File: src/rtl/multicycle_ctrl_if.sv
// Control bus between the multicycle controller and the RV32I datapath / data memory.
// master = controller side, slave = datapath side.
interface multicycle_ctrl_if #(
    parameter int CNT_WIDTH = 32
);
    logic [31:0]          instr;
    logic                 Zero;
    logic                 mem_ack;
    logic                 ALUSrc;
    logic [3:0]           ALUCtrl;
    logic                 RegWrite;
    logic                 MemToReg;
    logic                 MemRead;
    logic                 MemWrite;
    logic                 loadPC;
    logic                 PCSrc;
    logic [2:0]           state;
    logic                 retire;
    logic                 fault;
    logic [CNT_WIDTH-1:0] cycle_cnt;
    logic [CNT_WIDTH-1:0] instret_cnt;

    modport master (
        input  instr, Zero, mem_ack,
        output ALUSrc, ALUCtrl, RegWrite, MemToReg, MemRead, MemWrite,
               loadPC, PCSrc, state, retire, fault, cycle_cnt, instret_cnt
    );

    modport slave (
        output instr, Zero, mem_ack,
        input  ALUSrc, ALUCtrl, RegWrite, MemToReg, MemRead, MemWrite,
               loadPC, PCSrc, state, retire, fault, cycle_cnt, instret_cnt
    );
endinterface

File: src/rtl/multicycle_ctrl.sv
// FETCH/DECODE/EXEC/MEM/WB controller for the RV32I multicycle core with memory timeout and sticky FAULT.
// Define PERF_COUNTERS_EN to build the cycle/instret counters; otherwise both read as 0.
module multicycle_ctrl #(
    parameter int MEM_TIMEOUT = 16,
    parameter int CNT_WIDTH   = 32
) (
    input  logic              clk,
    input  logic              rst_n,
    multicycle_ctrl_if.master bus
);
    localparam logic [2:0] S_FETCH  = 3'd0;
    localparam logic [2:0] S_DECODE = 3'd1;
    localparam logic [2:0] S_EXEC   = 3'd2;
    localparam logic [2:0] S_MEM    = 3'd3;
    localparam logic [2:0] S_WB     = 3'd4;
    localparam logic [2:0] S_FAULT  = 3'd5;

    localparam logic [6:0] OP_LW  = 7'b0000011;
    localparam logic [6:0] OP_SW  = 7'b0100011;
    localparam logic [6:0] OP_IMM = 7'b0010011;
    localparam logic [6:0] OP_BEQ = 7'b1100011;
    localparam logic [6:0] OP_RR  = 7'b0110011;

    localparam logic [3:0] ALU_ADD = 4'b0010;
    localparam logic [3:0] ALU_SUB = 4'b0110;
    localparam logic [3:0] ALU_SLT = 4'b0111;
    localparam logic [3:0] ALU_XOR = 4'b1101;
    localparam logic [3:0] ALU_OR  = 4'b0001;
    localparam logic [3:0] ALU_AND = 4'b0000;
    localparam logic [3:0] ALU_SLL = 4'b1001;
    localparam logic [3:0] ALU_SRL = 4'b1000;
    localparam logic [3:0] ALU_SRA = 4'b1010;

    // wait_q counts completed MEM cycles, so it only needs to reach MEM_TIMEOUT-1
    localparam int WAIT_W = (MEM_TIMEOUT > 1) ? $clog2(MEM_TIMEOUT) : 1;

    logic [2:0]        state_q, state_d;
    logic [31:0]       ir_q, ir_d;
    logic [WAIT_W-1:0] wait_q, wait_d;

    logic [6:0] opcode, funct7;
    logic [2:0] funct3;
    logic       f7_zero, f7_alt, arith_ok;
    logic       is_lw, is_sw, is_beq, is_rr, is_imm, legal;
    logic [3:0] alu_op;
    logic       timeout_hit, active;
    logic       alu_src, reg_write, mem_to_reg, mem_read, mem_write, load_pc, pc_src, retire;
    logic [3:0] alu_ctrl;
    logic       unused_fields;

    assign opcode        = ir_q[6:0];
    assign funct3        = ir_q[14:12];
    assign funct7        = ir_q[31:25];
    assign unused_fields = ^{ir_q[24:15], ir_q[11:7]};

    always_comb begin
        is_lw    = (opcode == OP_LW)  && (funct3 == 3'b010);
        is_sw    = (opcode == OP_SW)  && (funct3 == 3'b010);
        is_beq   = (opcode == OP_BEQ) && (funct3 == 3'b000);
        f7_zero  = (funct7 == 7'b0000000);
        f7_alt   = (funct7 == 7'b0100000);
        arith_ok = 1'b0;
        alu_op   = ALU_ADD;
        // For IMM forms funct7 is immediate bits except on the shifts
        case (funct3)
            3'b000: begin
                alu_op   = (opcode == OP_RR && f7_alt) ? ALU_SUB : ALU_ADD;
                arith_ok = (opcode == OP_IMM) || f7_zero || f7_alt;
            end
            3'b001: begin alu_op = ALU_SLL; arith_ok = f7_zero; end
            3'b010: begin alu_op = ALU_SLT; arith_ok = (opcode == OP_IMM) || f7_zero; end
            3'b100: begin alu_op = ALU_XOR; arith_ok = (opcode == OP_IMM) || f7_zero; end
            3'b101: begin
                alu_op   = f7_alt ? ALU_SRA : ALU_SRL;
                arith_ok = f7_zero || f7_alt;
            end
            3'b110: begin alu_op = ALU_OR;  arith_ok = (opcode == OP_IMM) || f7_zero; end
            3'b111: begin alu_op = ALU_AND; arith_ok = (opcode == OP_IMM) || f7_zero; end
            default: arith_ok = 1'b0;
        endcase
        is_rr  = (opcode == OP_RR)  && arith_ok;
        is_imm = (opcode == OP_IMM) && arith_ok;
        if (is_beq) begin
            alu_op = ALU_SUB;
        end else if (is_lw || is_sw) begin
            alu_op = ALU_ADD;
        end
        legal = is_lw || is_sw || is_beq || is_rr || is_imm;
    end

    assign timeout_hit = (MEM_TIMEOUT != 0) && (wait_q == WAIT_W'(MEM_TIMEOUT - 1));

    always_comb begin
        state_d = state_q;
        ir_d    = ir_q;
        wait_d  = wait_q;
        case (state_q)
            S_FETCH: begin
                ir_d    = bus.instr;
                state_d = S_DECODE;
            end
            S_DECODE: state_d = legal ? S_EXEC : S_FAULT;
            S_EXEC: begin
                if (is_beq) begin
                    state_d = S_FETCH;
                end else if (is_lw || is_sw) begin
                    state_d = S_MEM;
                    wait_d  = '0;
                end else begin
                    state_d = S_WB;
                end
            end
            S_MEM: begin
                if (bus.mem_ack) begin
                    state_d = is_lw ? S_WB : S_FETCH;
                end else begin
                    wait_d = wait_q + 1'b1;
                    if (timeout_hit) begin
                        state_d = S_FAULT;
                    end
                end
            end
            S_WB:    state_d = S_FETCH;
            S_FAULT: state_d = S_FAULT;
            default: state_d = S_FAULT;
        endcase
    end

    always_ff @(posedge clk or negedge rst_n) begin
        if (!rst_n) begin
            state_q <= S_FETCH;
            ir_q    <= '0;
            wait_q  <= '0;
        end else begin
            state_q <= state_d;
            ir_q    <= ir_d;
            wait_q  <= wait_d;
        end
    end

    assign active = (state_q == S_EXEC) || (state_q == S_MEM) || (state_q == S_WB);

    always_comb begin
        alu_src    = active && (is_imm || is_lw || is_sw);
        alu_ctrl   = active ? alu_op : 4'b0000;
        reg_write  = 1'b0;
        mem_to_reg = 1'b0;
        mem_read   = 1'b0;
        mem_write  = 1'b0;
        load_pc    = 1'b0;
        pc_src     = 1'b0;
        retire     = 1'b0;
        case (state_q)
            S_EXEC: begin
                if (is_beq) begin
                    load_pc = 1'b1;
                    pc_src  = bus.Zero;
                    retire  = 1'b1;
                end
            end
            S_MEM: begin
                mem_read  = is_lw;
                mem_write = is_sw;
                if (is_sw && bus.mem_ack) begin
                    load_pc = 1'b1;
                    retire  = 1'b1;
                end
            end
            S_WB: begin
                reg_write  = 1'b1;
                mem_to_reg = is_lw;
                load_pc    = 1'b1;
                retire     = 1'b1;
            end
            default: ;
        endcase
    end

    assign bus.ALUSrc   = alu_src;
    assign bus.ALUCtrl  = alu_ctrl;
    assign bus.RegWrite = reg_write;
    assign bus.MemToReg = mem_to_reg;
    assign bus.MemRead  = mem_read;
    assign bus.MemWrite = mem_write;
    assign bus.loadPC   = load_pc;
    assign bus.PCSrc    = pc_src;
    assign bus.state    = state_q;
    assign bus.retire   = retire;
    assign bus.fault    = (state_q == S_FAULT);

`ifdef PERF_COUNTERS_EN
    logic [CNT_WIDTH-1:0] cycle_q, instret_q;

    // cycle count freezes once trapped so it records time up to the fault
    always_ff @(posedge clk or negedge rst_n) begin
        if (!rst_n) begin
            cycle_q   <= '0;
            instret_q <= '0;
        end else begin
            if (state_q != S_FAULT) begin
                cycle_q <= cycle_q + 1'b1;
            end
            if (retire) begin
                instret_q <= instret_q + 1'b1;
            end
        end
    end

    assign bus.cycle_cnt   = cycle_q;
    assign bus.instret_cnt = instret_q;
`else
    assign bus.cycle_cnt   = {CNT_WIDTH{1'b0}};
    assign bus.instret_cnt = {CNT_WIDTH{1'b0}};
`endif
endmodule
File: src/flat_wrapper.sv
// flat-port wrapper written by rule: the top's interface ports become plain ports
module multicycle_ctrl_flat 
#(
    parameter int MEM_TIMEOUT = 16,
    parameter int CNT_WIDTH   = 32
)
  (clk, rst_n, bus_instr, bus_Zero, bus_mem_ack, bus_ALUSrc, bus_ALUCtrl, bus_RegWrite, bus_MemToReg, bus_MemRead, bus_MemWrite, bus_loadPC, bus_PCSrc, bus_state, bus_retire, bus_fault, bus_cycle_cnt, bus_instret_cnt);
  multicycle_ctrl_if #(.CNT_WIDTH(CNT_WIDTH)) bus_i ();
  input  logic clk;
  input  logic rst_n;
  input wire logic [$bits(bus_i.instr)-1:0] bus_instr;
  input wire logic [$bits(bus_i.Zero)-1:0] bus_Zero;
  input wire logic [$bits(bus_i.mem_ack)-1:0] bus_mem_ack;
  output wire logic [$bits(bus_i.ALUSrc)-1:0] bus_ALUSrc;
  output wire logic [$bits(bus_i.ALUCtrl)-1:0] bus_ALUCtrl;
  output wire logic [$bits(bus_i.RegWrite)-1:0] bus_RegWrite;
  output wire logic [$bits(bus_i.MemToReg)-1:0] bus_MemToReg;
  output wire logic [$bits(bus_i.MemRead)-1:0] bus_MemRead;
  output wire logic [$bits(bus_i.MemWrite)-1:0] bus_MemWrite;
  output wire logic [$bits(bus_i.loadPC)-1:0] bus_loadPC;
  output wire logic [$bits(bus_i.PCSrc)-1:0] bus_PCSrc;
  output wire logic [$bits(bus_i.state)-1:0] bus_state;
  output wire logic [$bits(bus_i.retire)-1:0] bus_retire;
  output wire logic [$bits(bus_i.fault)-1:0] bus_fault;
  output wire logic [$bits(bus_i.cycle_cnt)-1:0] bus_cycle_cnt;
  output wire logic [$bits(bus_i.instret_cnt)-1:0] bus_instret_cnt;
  assign bus_i.instr = bus_instr;
  assign bus_i.Zero = bus_Zero;
  assign bus_i.mem_ack = bus_mem_ack;
  assign bus_ALUSrc = bus_i.ALUSrc;
  assign bus_ALUCtrl = bus_i.ALUCtrl;
  assign bus_RegWrite = bus_i.RegWrite;
  assign bus_MemToReg = bus_i.MemToReg;
  assign bus_MemRead = bus_i.MemRead;
  assign bus_MemWrite = bus_i.MemWrite;
  assign bus_loadPC = bus_i.loadPC;
  assign bus_PCSrc = bus_i.PCSrc;
  assign bus_state = bus_i.state;
  assign bus_retire = bus_i.retire;
  assign bus_fault = bus_i.fault;
  assign bus_cycle_cnt = bus_i.cycle_cnt;
  assign bus_instret_cnt = bus_i.instret_cnt;
  multicycle_ctrl #(.MEM_TIMEOUT(MEM_TIMEOUT), .CNT_WIDTH(CNT_WIDTH)) u_core (.clk(clk), .rst_n(rst_n), .bus(bus_i));
endmodule
File: config.mk
export PLATFORM = sky130hd
export DESIGN_NAME = multicycle_ctrl_flat
export DESIGN_NICKNAME = d
export VERILOG_FILES = /design/src/rtl/multicycle_ctrl_if.sv /design/src/rtl/multicycle_ctrl.sv /design/src/flat_wrapper.sv
export SDC_FILE = /design/constraint.sdc
export NUM_CORES = 1
export LEC_CHECK = 0
export ABC_CLOCK_PERIOD_IN_PS = 1800
export CORE_MARGIN = 2
export CORE_UTILIZATION = 34
export DETAILED_ROUTE_END_ITERATION = 10
export MAX_ROUTING_LAYER = met4
export PLACE_DENSITY = 0.84
export SYNTH_ARGS = -nofsm -noshare
export SYNTH_HDL_FRONTEND = slang
export SYNTH_SLANG_ARGS = --single-unit
File: constraint.sdc
create_clock -name clk -period 1.8 [get_ports clk]
set_clock_uncertainty 0.1 [all_clocks]
set_input_delay 0.36 -clock clk [delete_from_list [all_inputs] [get_ports clk]]
set_output_delay 0.36 -clock clk [all_outputs]
set_load 0.02 [all_outputs]
After elaboration in Yosys (flattened, before gate mapping)

Index checks and enable logic that the tools add are counted.

Add/subtract/negate cells: 1
Equality and inequality tests: 22
Muxes and demuxes: 27
Reductions and logical operators: 25

Operator list:

| cell                | count |
|---|---|
| $pmux 4 s7          | 1 |
| $mux 4              | 6 |
| $eq 7x6->1 const B  | 3 |
| $mux 3              | 7 |
| $eq 3x3->1 const B  | 6 |
| $pmux 3 s5          | 1 |
| $logic_or 1x1->1    | 11 |
| $eq 3x2->1 const B  | 3 |
| $logic_and 1x1->1   | 8 |
| $mux 1              | 8 |
| $pmux 4 s2          | 1 |
| $eq 7x2->1 const B  | 1 |
| $eq 7x5->1 const B  | 1 |
| $eq 7x7->1 const B  | 1 |
| $logic_not 7->1     | 1 |
| $eq 3x1->1 const B  | 2 |
| $logic_not 3->1     | 2 |
| $add 4x1->4 const B | 1 |
| $eq 4x4->1 const B  | 1 |
| $ne 2x2->1 const B  | 2 |
| $pmux 1 s4          | 1 |
| $reduce_and 4->1    | 1 |
| $reduce_or 4->1     | 1 |
| $ne 3x2->1 const B  | 1 |
| other kinds (4)     | 4 |

Flip-flop bits (word level): 39
Output and inout port bits: 80

Depth between registers and ports, before layout

Gate-level depths: netlist of run 1.

Depth after elaboration: 9
Depth in mapped cells: 8
Mapped depth without buffers: 5

Worst setup path before layout of run 1

No wires, ideal clock.

Path type: reg2out
Start: reg u_core.ir_q[2]
End: out bus_retire
Arrival: 2.032 ns
Slack: -0.692 ns
Stages on the path, launching flop included: 8
Buffers on the path: 2
Cells stage by stage: dfrtp_1 > and4bb_1 > nand2_1 > or2_0 > clkbuf_1 > nor3_2 > o2bb2ai_1 > buf_4

Cells in the longest elaborated chain, start to end: 5

Ends and longest elaborated chain:

| what                   | RTL line               | text |
|---|---|---|
| start, declared        | multicycle_ctrl.sv:38  | `logic [31:0] ir_q, ir_d;` |
| start signal, assigned | multicycle_ctrl.sv:136 | `ir_q <= ir_d;` |
| $eq 7x6->1             | multicycle_ctrl.sv:58  | `is_sw = (opcode == OP_SW) && (funct3 == 3'b010);` |
| $logic_and 1x1->1      | multicycle_ctrl.sv:58  |  |
| $logic_and 1x1->1      | multicycle_ctrl.sv:164 | `if (is_sw && bus.mem_ack) begin` |
| $mux 1                 | -                      |  |
| $pmux 1 s3 *           | -                      |  |
| end, declared          | flat_wrapper.sv:23     | `output wire logic [$bits(bus_i.retire)-1:0] bus_retire;` |

Every way passes the cells marked *; elsewhere a longest branch is shown, timed or not.

Worst setup path in the final report of run 1

Start: reg u_core.ir_q[3]
End: out bus_ALUCtrl[2]

Cells in the longest elaborated chain, start to end: 7

Ends and longest elaborated chain:

| what              | RTL line               | text |
|---|---|---|
| $eq 7x6->1        | multicycle_ctrl.sv:67  | `alu_op = (opcode == OP_RR && f7_alt) ? ALU_SUB : ALU_ADD;` |
| $logic_and 1x1->1 | multicycle_ctrl.sv:67  |  |
| $mux 3            | multicycle_ctrl.sv:67  |  |
| $pmux 4 s7        | multicycle_ctrl.sv:65  | `case (funct3)` |
| $mux 4            | multicycle_ctrl.sv:85  | `end else if (is_lw \|\| is_sw) begin` |
| $mux 4 *          | multicycle_ctrl.sv:83  | `if (is_beq) begin` |
| $mux 4 *          | multicycle_ctrl.sv:145 | `alu_ctrl = active ? alu_op : 4'b0000;` |
| end, declared     | flat_wrapper.sv:15     | `output wire logic [$bits(bus_i.ALUCtrl)-1:0] bus_ALUCtrl;` |

Marked as above.

==> implementation parameters, run 1 <==
Parameter                              Value

Floorplan
  Total die area ... approximately 6300 sq um
  Die X ... roughly 80 um
  Die height ... 79.3 um
  Row cnt ... 27
  Core region area ... roughly 5500 sq um
  Number of primary I/O pins ... about 120
  Initial Utilization ... 0.352

Clocking
  TritonCTS clock tree ... yes
  Clock tree root buffer cell ... clkbuf_8
  Number of buffers created by CTS ... 3
  Clock latency on the worst-skew pair ... 280 ps
  Number of hold buffers added after CTS ... 0
  Largest buffer count on any clock path ... 2
  Clock-pin slew reported for the worst setup and hold paths after clock tree synthesis ... about 90 ps
  Clock Sink Count ... 24
  Depth of the CTS H-tree ... 1

Detailed routing
  Routed WL per cell ... around 12 um
  1st-pass router iterations ... 4
  Avg Vias per Cell ... roughly 4.4
  Residual DRC count ... 0
  Initial DRC Count ... 62
  WL final ... 4310 um
  Number of vias in the routed layout ... about 1600
  DRT antenna net count ... 0

Setup path
  Critical path type ... reg -> out
  Worst flop-to-flop path startpoint ... u_core.ir_q[3]
  Flop2flop setup slack ... -180 ps
  Endpoint class of the critical path ... primary output
  Worst setup path startpoint ... u_core.ir_q[3]
  Element type at the critical path start ... register
  Destination of the worst register-to-register timing path ... u_core.bus.state[0]
  Critical path peak fanout ... 3
  Required arrival time at the worst endpoint ... 1340 ps
  Crit path to ... bus_ALUCtrl[2]
  Data arrival at the endpoint of the critical path ... about 1800 ps
  Number of cells on the worst reg-to-reg path ... 7

Logic synthesis
  Post-synthesis compound-gate area fraction ... 0.135
  Netlist area before placement ... roughly 1900 sq um
  Portion of the post-synthesis area used by sequential elements ... 0.312
  Simple-gate share of the synthesized area ... 0.172
  Cell type contributing the most total cell area after synthesis ... dfrtp_1
  Post-synth EDFFs ... 0
  Dominant combinational cell family by area after synthesis ... buffers and inverters
  Ranking of synthesized cells by area ... dfrtp_1, buf_4, mux2_2
  Share of cell area taken by muxes after synthesis ... 0.0936
  Register bit count reported by yosys ... 24
  Mean area per synthesized cell ... between 9 and 10 sq um
  Area share of xor/xnor cells in the synthesized design ... 0.00455
  Fraction of the mapped netlist area in adder cells ... 0.00650
  Unique masters post-synth ... between 40 and 50
  Most frequently used cell type in the post-synthesis netlist ... buf_4
  Number of instances in the synthesized netlist ... around 210
  Proportion of netlist area held by the largest area contributor ... 0.312
  Flip-flop cell with the highest count after synthesis ... dfrtp_1
  Number of synthesis warnings ... 0
  Most numerous cell types in the synthesized netlist ... buf_4, dfrtp_1, mux2_2
  Post-synth ARST share ... 1.00

STA
  Setup TNS ... -4230 ps
  Number of setup violations in the final report ... 14
  Post-route clock period utilization ... 1.27
  Number of endpoints with negative hold slack in the final report ... 0
  Max Clock Freq ... approximately 440 MHz
  Worst setup margin ... -486 ps
  Unrepaired setup endpoints after global routing ... true
  Final count of pins violating max slew ... 0
  Final critical delay including setup and external delays ... 2290 ps

Placement
  GP Congestion ... about 0.83
  Post-DP Area ... 2480 sq um
  Cell count after placement ... roughly 350
  Port Buffer Count ... 36
  Placed wire-length estimate ... roughly 3400 um

Status
  Violations in the final reports ... setup timing
  Result of the run ... complete, but fails checks

Layout
  Final design instance area without fill ... about 2800 sq um
  Area growth from synthesis to layout ... 45.0%
  Non-filler cells in the finished layout ... 360
  Area occupied by multi-input gates ... 1210 sq um
  Layout fillers ... approximately 510
  Share of layout cells above drive strength 1 ... 0.427
  N_diodes ... 0
  Number of nets in the layout ... 326
  Register Area ... ~600 sq um

GRT
  Initial antenna violation count ... 0
  Total gr overflow ... 0
  Via count of the first global-routing pass ... 1486
  First-pass GRT wire length ... approximately 7100 um
  Global routing usage summed across all routing layers ... 0.148
  Largest net degree at the start of global routing ... 25

Power
  Internal power consumption ... 0.974 mW
  Power spent charging and discharging nets ... about 0.4 mW
  Power consumption ... between 1 and 1.5 mW
  Share of total power in sequential cells ... 0.417
  IR Drop Worst-Case VDD ... about 380 uV
  Clock group share of total power ... 0.350
  Fraction of power consumed by combinational cells ... 0.233
  Net switching fraction of the power ... 0.290
  Leakage dissipation ... ~1.3 nW
  Power density normalized to cell area ... 492 nW/um^2

Flow run
  Max Cap Viol ... 0

Hold path
  Tightest Hold Check Type ... in -> async
[layer usage]
metal,up-vias,global-route usage,routed length (um)
met3,6,0.0239,274
met5,-,-,0
met1,737,0.182,1840
met4,0,0.0414,53
met2,73,0.251,2140
li1,754,-,-
[area by class of cell]
class,instances,area share
Clock inverter,1,0.0108
Tap cell,72,0.0323
Clock buffer,3,0.0148
Inverter,2,0.00269
Sequential cell,24,0.216
Timing Repair Buffer,88,0.290
Multi-Input combinational cell,170,0.434
[logic make-up after synthesis]
| family | count (synthesis) |
|---|---|
| compound gates | 35 |
| xor+xnor | 1 |
| fa+ha+maj | 1 |
| buf+inv | 75 |
| flops | 24 |
| mux | 16 |
| other cells | 1 |
| simple gates | 53 |
[registers in the layout, summed over array words and instances, names as in the netlist]
| name | flops |
|---|---|
| u_core.bus.state | 3 |
| u_core.ir_q | 17 |
| u_core.wait_q | 4 |
[placed cells by master, fill, tap and decap left out, types with 2 or more instances in the layout]
master           synthesis  layout
buf_6                    0      20
a211oi_1                 2       2
and2_4                   0       3
dlygate4sd2_1            0       3
o21ai_0                  5       3
nor3_1                   8       5
and3_1                   4       3
conb_1                   1      64
nor2_2                   0       3
nor2_1                  11       4
a22o_1                   3       3
nor3_4                   0       4
or2_2                    3       3
buf_4                   65      43
nor2b_1                  2       2
mux2_2                  16      16
clkdlybuf4s50_1          0      20
nand2_1                  6       5
a2111oi_4                0       2
a21oi_2                  0       2
nor2_4                   0       4
a21o_1                   2       2
o21ai_1                  0       2
a21oi_1                  7       5
clkbuf_8                 0       3
a31oi_1                  3       3
nand2b_1                 3       3
dfrtp_1                 24      23
[power groups by stage]
| stage | clock network (mW) | logic [mW] | registers, mW |
|---|---|---|---|
| 2_1_floorplan | 0 | 0.294 | 0.582 |
| 3_3_place_gp | 0 | 0.290 | 0.582 |
| 3_5_place_dp | 0 | 0.296 | 0.584 |
| 4_1_cts | 0.496 | 0.310 | 0.573 |
| 5_1_grt | 0.516 | 0.347 | 0.575 |
| 6_report | 0.481 | 0.319 | 0.573 |
[how the worst min path moves through the flow]
stage               slack, ps             endpoint           start
global route              370      u_core.ir_q[14]           rst_n
CTS                       340      u_core.ir_q[27]           rst_n
finish                    330      u_core.ir_q[27]           rst_n
detailed placement        400       u_core.ir_q[1]  u_core.ir_q[1]
global placement          380       u_core.ir_q[2]  u_core.ir_q[2]
floorplan                 -40  u_core.bus.state[0]           rst_n
[per-stage QoR]
step / hold WS, ps / worst slack (ps) / utilization
global placement: 380 / -712 / 0.453
detailed placement: 399 / -750 / 0.453
finish: 334 / -486 / 0.510
CTS: 343 / -487 / 0.490
floorplan: -35.6 / -386 / -
global route: 368 / -559 / 0.510
[critical path, cell delays in order (launching register included)]
cell and delay [ps]:
dfrtp_1 390, and4bb_2 320, nand2_2 70, or2_4 270, buf_4 150, a31oi_1 170, nor2_2 60, buf_6 140
[what timing repair did]
item	4_1_cts	5_1_grt
buffers inserted	6	5
setup endpoints to repair	22	18
gates cloned	0	0
resized for setup	98	24
pin swaps	19	8
Note: power is estimated with default switching activity, not from simulation.
==> inputs of run 2 (changes only) <==
--- a/config.mk
+++ b/config.mk
@@ -10,7 +10,7 @@
 export CORE_UTILIZATION = 34
 export DETAILED_ROUTE_END_ITERATION = 10
 export MAX_ROUTING_LAYER = met4
-export PLACE_DENSITY = 0.84
+export PLACE_DENSITY_LB_ADDON = 0.25
 export SYNTH_ARGS = -nofsm -noshare
 export SYNTH_HDL_FRONTEND = slang
 export SYNTH_SLANG_ARGS = --single-unit
==> run 2 against run 1 <==
Critical path depth shrank 1. The run still ends with setup timing left. Final area up 0.90%. Setup slack got worse by 93 ps. Sequential share of layout area fell by 0.15 points. Flip-flop and latch count did not move. Hold slack is essentially flat. Clock-buffer cell count rose by 1. Via count down 1.3%. First-iteration DRC count fell by 52%. Global-route usage shrank 1.1 points. Combinational power up 2%. Register-to-register slack is essentially flat. Largest power group unchanged.
==> implementation parameters, run 2 (synthesis results as in run 1) <==
Parameter                              Value

Power
  Power density normalized to cell area ... 439 nW/um^2
  Leakage dissipation ... 1.29 nW
  Power consumption ... roughly 1.2 mW
  IR Drop Worst-Case VDD ... approximately 280 uV

Floorplan
  Die height ... ~80 um
  Number of primary I/O pins ... about 120
  Row cnt ... 27
  Initial Utilization ... 0.352
  Die X ... ~80 um
  Core region area ... roughly 5500 sq um
  Total die area ... roughly 6300 sq um

STA
  Post-route clock period utilization ... 1.32
  Worst hold slack ... ~330 ps
  Number of endpoints with negative hold slack in the final report ... 0
  Final critical delay including setup and external delays ... between 2000 and 2500 ps
  Final count of pins violating max slew ... 0
  Max Clock Freq ... 420 MHz
  Worst setup margin ... -580 ps
  Number of setup violations in the final report ... 13
  Unrepaired setup endpoints after global routing ... true

Layout
  Final design utilization ... 0.515
  Number of flip-flops in the largest register ... 17
  Commonest cells after routing, fill and taps aside ... conb_1, buf_4, dfrtp_1
  N_diodes ... 0
  Layout fillers ... approximately 520
  Share of layout cells above drive strength 1 ... 0.447
  Non-filler cells in the finished layout ... between 300 and 400
  Largest register by flop count ... u_core.ir_q
  Most common cell after layout, fill and taps aside ... conb_1
  Number of nets in the layout ... roughly 330
  Area growth from synthesis to layout ... 46.3%

Detailed routing
  WL final ... between 4000 and 5000 um
  Routed WL per cell ... 11.6 um
  Avg Vias per Cell ... between 4 and 5
  1st-pass router iterations ... 4
  Initial DRC Count ... 30
  Residual DRC count ... 0
  Number of vias in the routed layout ... 1549
  DRT antenna net count ... 0

Setup path
  Critical path peak fanout ... 2
  Critical path type ... reg -> out
  Endpoint class of the critical path ... primary output
  Element type at the critical path start ... register
  Required arrival time at the worst endpoint ... 1340 ps
  Data arrival at the endpoint of the critical path ... ~1900 ps

Clocking
  Clock latency on the worst-skew pair ... ~270 ps
  Number of hold buffers added after CTS ... 0
  Depth of the CTS H-tree ... 1
  Number of buffers created by CTS ... 3
  Largest buffer count on any clock path ... 2
  TritonCTS clock tree ... yes
  Clock tree root buffer cell ... clkbuf_8
  Clock Sink Count ... 24
  Clock-pin slew reported for the worst setup and hold paths after clock tree synthesis ... around 90 ps

Status
  Result of the run ... complete, but fails checks
  Violations in the final reports ... setup timing

GRT
  Largest net degree at the start of global routing ... 25
  First-pass GRT wire length ... approximately 6700 um
  Via count of the first global-routing pass ... between 1000 and 1500
  Initial antenna violation count ... 0
  Global routing usage summed across all routing layers ... 0.137
  Total gr overflow ... 0

Placement
  Cell count after placement ... 350
  GP Congestion ... between 0.8 and 0.9
  Placed wire-length estimate ... about 3200 um
  Worst slack at placement ... -750 ps
  Port Buffer Count ... 36

Hold path
  Tightest Hold Check Type ... in -> async

Flow run
  Max Cap Viol ... 0
[run 2: routing by layer]
| metal | part of all wire | up-vias | GRT usage |
|---|---|---|---|
| met5 | 0 | - | - |
| met4 | 0.010 | 0 | 0.0379 |
| met3 | 0.058 | 5 | 0.0205 |
| met2 | 0.49 | 68 | 0.232 |
| met1 | 0.44 | 717 | 0.171 |
| li1 | - | 759 | - |
[run 2: layout make-up]
cell class                      instances  area, sq um  area share
Timing Repair Buffer                   91          828       0.294
Clock buffer                            4         45.0      0.0160
Tap cell                               72         90.1      0.0320
Inverter                                2         7.51     0.00267
Multi-Input combinational cell        170         1240       0.441
Sequential cell                        24          603       0.214
[run 2: worst paths after layout]
kind                                  from                   to  slack [ps]  cells past startpoint
setup / recovery           u_core.ir_q[26]           bus_ALUSrc        -580                      6
hold / removal                       rst_n      u_core.ir_q[26]         330                      2
setup reg to reg           u_core.ir_q[13]  u_core.bus.state[2]        -180                      7
hold reg to reg             u_core.ir_q[3]       u_core.ir_q[3]         410                      1
max in group asynchronous            rst_n  u_core.bus.state[1]        1000                      2
min in group clk            u_core.ir_q[3]       u_core.ir_q[3]         410                      1
[run 2: metrics by stage]
stage / cell area (sq um) / TNS [ps]
after floorplan: 2230 / -1360
after global placement: 2510 / -6580
after detailed placement: 2510 / -6810
after CTS: 2680 / -4490
after global routing: 2820 / -5060
final: 2820 / -3910
[run 2: critical path: stages, from the launching register on]
cell and delay (ps):
dfrtp_1 420, nor4_4 320, and2_4 200, o22ai_1 70, a211o_1 280, a21oi_2 190, buf_4 170
[run 2: power breakdown]
group | internal [mW] | switching [mW]
Sequential | 0.559 | 0.0155
Clock | 0.159 | 0.179
Combinational | 0.123 | 0.202
[run 2: repair_timing]
action,CTS,global route
buffers inserted,6,5
gates cloned,0,0
endpoints found under the setup margin,22,18
gates resized for setup,98,29
pin swaps,18,14
==> inputs of run 3 (changes only) <==
--- a/config.mk
+++ b/config.mk
@@ -5,9 +5,7 @@
 export SDC_FILE = /design/constraint.sdc
 export NUM_CORES = 1
 export LEC_CHECK = 0
-export ABC_CLOCK_PERIOD_IN_PS = 1800
-export CORE_MARGIN = 2
-export CORE_UTILIZATION = 34
+export CORE_UTILIZATION = 38
 export DETAILED_ROUTE_END_ITERATION = 10
 export MAX_ROUTING_LAYER = met4
 export PLACE_DENSITY_LB_ADDON = 0.25
==> constraint.sdc (replaced) <==
create_clock -name clk -period 2.35 [get_ports clk]
set_clock_uncertainty 0.1 [all_clocks]
set_input_delay 0.47 -clock clk [delete_from_list [all_inputs] [get_ports clk]]
set_output_delay 0.47 -clock clk [all_outputs]
set_load 0.02 [all_outputs]
==> run 3 against run 2 <==
The flow still finishes with violations (setup timing). Die area fell by 15%. Wire length fell by 11%. Power fell by 24%. Global-route usage rose by 1.1 points. Flip-flop and latch count did not move. Hold slack improved by 73 ps. Register-to-register slack improved by 460 ps. Utilization fell by 0.25 points. Via count fell by 7.6%. Cell count fell by 7.7%. Setup slack improved by 520 ps.
==> implementation parameters, run 3 (synthesis results as in run 1) <==
Parameter                              Value

Hold path
  Tightest Hold Check Type ... reg -> reg

Power
  Power consumption ... 0.941 mW
  Internal power consumption ... ~0.66 mW
  Power spent charging and discharging nets ... 0.286 mW
  IR Drop Worst-Case VDD ... 357 uV
  Net switching fraction of the power ... 0.304
  Clock group share of total power ... 0.299
  Fraction of power consumed by combinational cells ... 0.234
  Leakage dissipation ... 1.13 nW
  Power density normalized to cell area ... 384 nW/um^2
  Share of total power in sequential cells ... 0.467

Layout
  Number of flip-flops in the largest register ... 17
  Number of nets in the layout ... around 310
  Share of layout cells above drive strength 1 ... 0.321
  Area growth from synthesis to layout ... 27.3%
  N_diodes ... 0
  Largest register by flop count ... u_core.ir_q
  Layout fillers ... 485
  Non-filler cells in the finished layout ... between 300 and 400
  Commonest cells after routing, fill and taps aside ... conb_1, buf_4, clkdlybuf4s50_1, dfrtp_1, mux2_2
  Most common cell after layout, fill and taps aside ... conb_1

Floorplan
  Number of primary I/O pins ... 116
  Row cnt ... 25
  Die height ... roughly 73 um
  Core region area ... 4790 sq um
  Die X ... 73.2 um
  Total die area ... 5360 sq um
  Initial Utilization ... 0.402

Detailed routing
  DRT antenna net count ... 0
  WL final ... approximately 3700 um
  Routed WL per cell ... ~11 um
  Initial DRC Count ... 39
  Residual DRC count ... 0
  Avg Vias per Cell ... around 4.3
  Number of vias in the routed layout ... 1432
  1st-pass router iterations ... 4

STA
  Number of endpoints with negative hold slack in the final report ... 0
  Final critical delay including setup and external delays ... between 2000 and 2500 ps
  Final count of pins violating max slew ... 0
  Worst setup margin ... -62.9 ps
  Max Clock Freq ... 414 MHz
  Worst-margin pin slew ... between 500 and 600 ps
  Unrepaired setup endpoints after global routing ... true
  Post-route clock period utilization ... 1.03
  Setup TNS ... -62.9 ps
  Worst slew margin ... 0.644
  Number of setup violations in the final report ... 1

Clocking
  Depth of the CTS H-tree ... 1
  Largest buffer count on any clock path ... 2
  Clock latency on the worst-skew pair ... 260 ps
  Clock Sink Count ... 24
  Number of buffers created by CTS ... 3
  TritonCTS clock tree ... yes
  Clock-pin slew reported for the worst setup and hold paths after clock tree synthesis ... 90 ps
  Clock tree root buffer cell ... clkbuf_8
  Number of hold buffers added after CTS ... 0

Setup path
  Required arrival time at the worst endpoint ... approximately 1800 ps
  Critical path peak fanout ... 2
  Critical path type ... reg -> out
  Endpoint class of the critical path ... primary output
  Element type at the critical path start ... register
  Data arrival at the endpoint of the critical path ... 1840 ps

GRT
  Layer carrying the most global-route usage ... met2
  Met1 Resource Use GR ... 0.191
  Global routing usage summed across all routing layers ... 0.148
  Largest net degree at the start of global routing ... 25
  Met2 Resource Use GR ... 0.245
  First-pass GRT wire length ... 6000 um
  Total gr overflow ... 0
  Via count of the first global-routing pass ... 1295
  Initial antenna violation count ... 0
  Met3 Resource Use GR ... 0.0166

Placement
  Cell count after placement ... around 330
  Placed wire-length estimate ... slightly below 3000 um
  Port Buffer Count ... 36
  Worst slack at placement ... -273 ps
  GP Congestion ... approximately 0.86

Status
  Result of the run ... complete, but fails checks
  Violations in the final reports ... setup timing

Flow run
  Max Cap Viol ... 0
==> run 3: cell count changes in the layout (fill, tap and decap cells not counted), sizes merged <==
cell | previous run | this run
buf | 68 | 42
clkbuf | 4 | 5
clkdlybuf4s50 | 20 | 24
dlygate4sd2 | 3 | 1
==> run 3: cell type report <==
cell class	count	area (sq um)	share of cell area
flip-flops and latches	24	601	0.245
multi-input cells	170	1120	0.458
repair buffers	68	581	0.237
inverters	2	7.51	0.00306
well taps	67	83.8	0.0342
clock buffers	4	55.1	0.0225
==> run 3: per-stage QoR <==
step	cell area, sq um	hold slack [ps]	util
after floorplan	2190	74.4	-
after global placement	2330	388	0.488
after detailed placement	2330	395	0.488
after CTS	2360	416	0.494
after global routing	2450	443	0.512
final	2450	408	0.512
==> run 3: final timing paths <==
check / from / endpoint / slack, ps / depth (start not counted)
worst max-delay path: u_core.ir_q[27] / bus_ALUCtrl[2] / -60 / 7
min in group asynchronous: rst_n / u_core.ir_q[27] / 460 / 2
worst min-delay path: u_core.ir_q[1] / u_core.ir_q[1] / 410 / 1
worst max register to register: u_core.ir_q[27] / u_core.bus.state[0] / 280 / 7
worst min register to register: u_core.ir_q[1] / u_core.ir_q[1] / 410 / 1
max in group asynchronous: rst_n / u_core.bus.state[2] / 1450 / 2
==> run 3: power groups by stage <==
stage / registers (mW) / clock network, mW / logic, mW
finish: 0.439 / 0.281 / 0.220
global route: 0.441 / 0.311 / 0.242
CTS: 0.440 / 0.296 / 0.212
detailed placement: 0.448 / 0 / 0.212
global placement: 0.448 / 0 / 0.211
floorplan: 0.446 / 0 / 0.223
==> run 3: metal layers <==
metal  share of wire  vias to the layer above  wire length [um]
li1                -                      712                 -
met1            0.45                      660              1670
met2            0.49                       58              1820
met3           0.053                        2               198
met4          0.0046                        0                17
met5               0                        -                 0
==> run 3: what timing repair did <==
action | 4_1_cts | 5_1_grt
buffers inserted | 0 | 2
setup endpoints to repair | 12 | 10
pin swaps | 0 | 10
cloned | 0 | 0
gates resized for setup | 51 | 23
==> run 3: critical path: stages, from the launching register on <==
cell and delay [ps]:
dfrtp_1 420, nor4_4 290, buf_4 150, nand3_2 90
o31ai_4 230, a31oi_4 110, nor2_2 150, buf_6 130
